--- src/rtl/pipeline_stage_elastic.sv ---
// Elastic pipeline register with 2-entry skid; 1-cycle latency, 1 entry/cycle streaming.
// in_ready is registered (!skid_v): accepts one extra entry into skid once main stalls, then deasserts.
module pipeline_stage_elastic #(
  parameter int                DATA_W   = 96,
  parameter int                CTRL_W   = 6,
  parameter int                REG_W    = 5,
  parameter logic [CTRL_W-1:0] NOP_CTRL = '0,
  parameter int                CNT_W    = 16
) (
  input  logic              clk,
  input  logic              rst,
  input  logic              flush,
  input  logic              in_valid,
  output logic              in_ready,
  input  logic [DATA_W-1:0] in_data,
  input  logic [CTRL_W-1:0] in_ctrl,
  input  logic [REG_W-1:0]  in_rd,
  output logic              out_valid,
  input  logic              out_ready,
  output logic [DATA_W-1:0] out_data,
  output logic [CTRL_W-1:0] out_ctrl,
  output logic [REG_W-1:0]  out_rd,
  output logic [CNT_W-1:0]  stall_cnt,
  input  logic              clr_cnt
);

  typedef struct packed {
    logic [DATA_W-1:0] data;
    logic [CTRL_W-1:0] ctrl;
    logic [REG_W-1:0]  rd;
  } entry_t;

  localparam entry_t IDLE_ENTRY = '{data: '0, ctrl: NOP_CTRL, rd: '0};

  logic       main_v;
  logic       skid_v;
  entry_t     main_q;
  entry_t     skid_q;
  entry_t     in_entry;
  logic       in_fire;
  logic       out_fire;
  logic [CNT_W-1:0] cnt_q;

  assign in_entry = '{data: in_data, ctrl: in_ctrl, rd: in_rd};
  assign in_fire  = in_valid & ~skid_v;
  assign out_fire = main_v & out_ready;

  // Main is refilled from skid first so ordering stays FIFO.
  always_ff @(posedge clk) begin
    if (rst || flush) begin
      main_v <= 1'b0;
      skid_v <= 1'b0;
      main_q <= IDLE_ENTRY;
      skid_q <= IDLE_ENTRY;
    end else if (!main_v || out_fire) begin
      if (skid_v) begin
        main_q <= skid_q;
        main_v <= 1'b1;
        skid_v <= 1'b0;
      end else if (in_fire) begin
        main_q <= in_entry;
        main_v <= 1'b1;
      end else begin
        main_q <= IDLE_ENTRY;
        main_v <= 1'b0;
      end
    end else if (in_fire) begin
      skid_q <= in_entry;
      skid_v <= 1'b1;
    end
  end

  always_ff @(posedge clk) begin
    if (rst || clr_cnt) begin
      cnt_q <= '0;
    end else if (main_v && !out_ready && (cnt_q != {CNT_W{1'b1}})) begin
      cnt_q <= cnt_q + 1'b1;
    end
  end

  assign in_ready  = ~skid_v;
  assign out_valid = main_v;
  assign out_data  = main_q.data;
  assign out_ctrl  = main_q.ctrl;
  assign out_rd    = main_q.rd;
  assign stall_cnt = cnt_q;

endmodule

--- config.mk ---
export PLATFORM = sky130hd
export DESIGN_NAME = pipeline_stage_elastic
export DESIGN_NICKNAME = d
export VERILOG_FILES = /design/src/rtl/pipeline_stage_elastic.sv
export SDC_FILE = /design/constraint.sdc
export NUM_CORES = 1
export LEC_CHECK = 0
export BUFFER_PORTS_ARGS = -buffer_cell sky130_fd_sc_hd__buf_4
export CORE_MARGIN = 2
export CORE_UTILIZATION = 48
export DETAILED_ROUTE_END_ITERATION = 12
export PLACE_DENSITY = 0.76
export SETUP_SLACK_MARGIN = 0.05
export SLEW_MARGIN = 10
export SYNTH_ARGS = -nofsm -noshare
export SYNTH_HDL_FRONTEND = slang
export SYNTH_SLANG_ARGS = --single-unit
--- constraint.sdc ---
create_clock -name clk -period 1.65 [get_ports clk]
set_input_delay 0.165 -clock clk [delete_from_list [all_inputs] [get_ports clk]]
set_output_delay 0.165 -clock clk [all_outputs]
set_load 0.05 [all_outputs]
==> impl_metrics.yaml <==
critical_path:
  critical_path_class: "reg -> reg"
  path_cells: "ha_4 > nand4_1 > buf_4 > nor4_4 > buf_12 > or4_4 > a21oi_1"
  startpoint_type: "flop"
  crit_path_max_incr_delay_ns: 0.47
  critPathRequiredTime_ns: 2.08
  arrival_ns: 2.11
  cp.buffers_inverters: 2
  cp-end-kind: "flop"
  slowest_stage: "or4_4"
  crit_family: "simple AND/OR/NAND/NOR gates"
  cp_max_fo: 16
pwr:
  cellLeakagePower_nw: 5.80
  power_density_mw_per_mm2: 931
  ir_worst_vdd_v: 0.000780
final_layout:
  nNetsFinal: 1615
  multi_input_area_mm2: 0.00439
  num-fill-cells: 1459
  fin_area_mm2: 0.0138
  fin_cells: 1784
  syn2layout_area_growth_pct: 47.1
  drive_above_1_share_pct: 24.3
  regArea_mm2: 0.00470
placed_design:
  placed_cell_area_mm2: 0.0117
  pre_cts_slack_ns: 0.000904
  numPlacedInstances: 1616
  numPortBuffers: 237
  gp_congestion: 0.826
  place_hpwl_um: 16900
timing:
  skew_ns: 0.0163
  fmax_mhz: 598
  worst_slew_pin_slew_ns: 0.591
  drv_slew: 0
  setup_ws_ns: -0.0225
  grt_setup_unrepaired: "yes"
  setup_viol: 2
  final-hold-violation-count: 0
  max-slew-margin-rel_pct: 60.4
  period_share_pct: 101
  period_needed_ns: 1.67
detailed_routing:
  drc_errors: 0
  drt_iter0_markers: 631
  drtAntennaViolNets: 0
  num_vias: 9905
  wl_um: 29600
  routedWlPerCell_um: 16.6
  dr.pass1.iters: 4
  vias_per_cell: 5.55
floorplan:
  die-area_mm2: 0.0206
  num_rows: 51
  die_x_um: 144
  chipHeight_um: 144
  num_io_pins: 238
  start_util_pct: 48.6
  coreArea_mm2: 0.0193
global_routing:
  grt.overflow.total: 0
  antenna_found_initial: 0
  grt_use_total_pct: 27.5
  grt_max_degree: 109
  grt_pass1_vias: 9448
  grt_pass1_wl_um: 46900
synth:
  synth_area_mm2: 0.00936
  synth-async-reset-ratio_pct: 0
  syn_inst: 1179
  yosysWarnings: 0
  synth.yosys.seq_area_share_pct: 49.6
  synth-main-ff-cell: "dfxtp_1"
  synth_cell_types: 35
  synth.avg_cell_area_um2: 7.94
  ys_ff_latch: 232
  synth_edf_count: 0
  syn_nets: 1293
run:
  drv_cap: 0
clocking:
  cts.htree.levels: 1
  root_buffer: "clkbuf_16"
  clkLatencyLatePin_ns: 0.52
  numClockSinks: 232
  clk_pin_slew_ns: 0.06
  numCtsBuffers: 25
  cts_buffer_depth: 3
  cts_tree: "done"
hold_path:
  hp-class: "in -> reg"
run_status:
  status: "finished with violations"
  violations: "negative setup slack"
==> state kept, by name (all words and copies together) (netlist names) <==
| name | cells |
|---|---|
| out_valid | 1 |
| out_data | 96 |
| stall_cnt | 16 |
| out_ctrl | 6 |
| skid_q | 107 |
| skid_v | 1 |
| out_rd | 5 |
==> worst min-delay path: stages <==
cell,delay [ns]
buf_4,0.10
nor2b_4,0.05
a211oi_1,0.21
nor3_1,0.06
==> metal layers <==
layer  share of wire [%]  wire length [um]  GRT usage, %  vias to the layer above
met5                   0                 0             0                        -
met4                 3.5              1040          11.1                        0
met3                 7.1              2110          4.93                       86
met2                  49             14400          45.7                      384
met1                  41             12100          35.5                     4667
li1                    -                 -             -                     4768
==> stage by stage <==
| step | hold slack [ns] | power, mW | setup TNS [ns] | util [%] |
|---|---|---|---|---|
| 6_report | 0.113 | 12.8 | -0.0381 | 71.4 |
| 2_1_floorplan | 0.301 | 6.65 | -0.606 | - |
| 3_5_place_dp | 0.427 | 7.21 | 0 | 60.7 |
| 3_3_place_gp | 0.419 | 7.19 | 0 | 60.7 |
| 4_1_cts | 0.0638 | 12.9 | 0 | 70.8 |
| 5_1_grt | 0.193 | 13.2 | -0.288 | 71.4 |
==> area by class of cell <==
| cell class | count | area share [%] |
|---|---|---|
| Multi-Input combinational cell | 834 | 31.9 |
| Antenna cell | 1 | 0.0182 |
| Clock inverter | 5 | 0.500 |
| Clock buffer | 39 | 5.37 |
| Inverter | 3 | 0.100 |
| Timing Repair Buffer | 405 | 25.5 |
| Tap cell | 265 | 2.41 |
| Sequential cell | 232 | 34.1 |
==> kinds of logic after synthesis <==
family                     synth area share [%]
and+or+nand+nor                            29.1
adders and majority gates                 0.134
muxes                                     0.107
DFF                                        49.6
buffers and inverters                      4.61
AOI/OAI and AO/OA                          16.4
==> Yosys cell counts (all sizes together), types with 6 or more instances <==
| library cell | instances | area [um2] |
|---|---|---|
| dfxtp | 232 | 4640 |
| nand2 | 225 | 845 |
| a21oi | 117 | 586 |
| nor2 | 110 | 413 |
| and3 | 109 | 682 |
| nor3 | 109 | 546 |
| a211oi | 108 | 811 |
| clkbuf | 94 | 353 |
| buf | 16 | 67.6 |
| nand4 | 7 | 43.8 |
| or3 | 7 | 43.8 |
| or4 | 6 | 48.8 |
==> cells in the final DEF (no fill, tap or decap), types with 2 or more instances in the layout <==
master	Yosys	routed
a211oi_1	108	108
a21oi_1	117	116
and3_1	109	108
buf_12	0	15
buf_4	0	278
buf_6	0	2
clkbuf_1	94	9
clkbuf_16	0	26
clkbuf_8	0	4
dfxtp_1	232	214
dfxtp_2	0	5
dfxtp_4	0	13
dlygate4sd3_1	0	109
inv_1	3	2
nand2_1	225	225
nand3_4	0	2
nand4_1	7	7
nor2_1	110	110
nor3_1	109	109
nor4_1	3	2
o211ai_1	4	4
o21ai_0	5	5
o31a_1	2	2
o31ai_1	3	3
or2_2	3	2
or3_1	7	7
or4_1	5	3
or4_4	1	3
==> repair_timing <==
action	CTS	global route
setup buffers	6	8
gates cloned	0	0
hold endpoints to repair	108	0
hold buffers	109	0
pin swaps	3	6
setup endpoints to repair	7	58
resized for setup	4	11
==> power by group <==
part	switching [mW]	internal [mW]
logic	0.878	0.702
clock network	2.23	3.24
registers	0.0667	5.69
==> final timing paths <==
check                     from           end  slack, ns  cells after the start
hold / removal       out_ready     out_rd[2]       0.11                      4
setup reg to reg  stall_cnt[0]  stall_cnt[6]      -0.02                      7
setup / recovery  stall_cnt[0]  stall_cnt[6]      -0.02                      7
hold reg to reg     skid_q[41]    skid_q[41]       0.45                      2
Note: power is estimated with default switching activity, not from simulation.
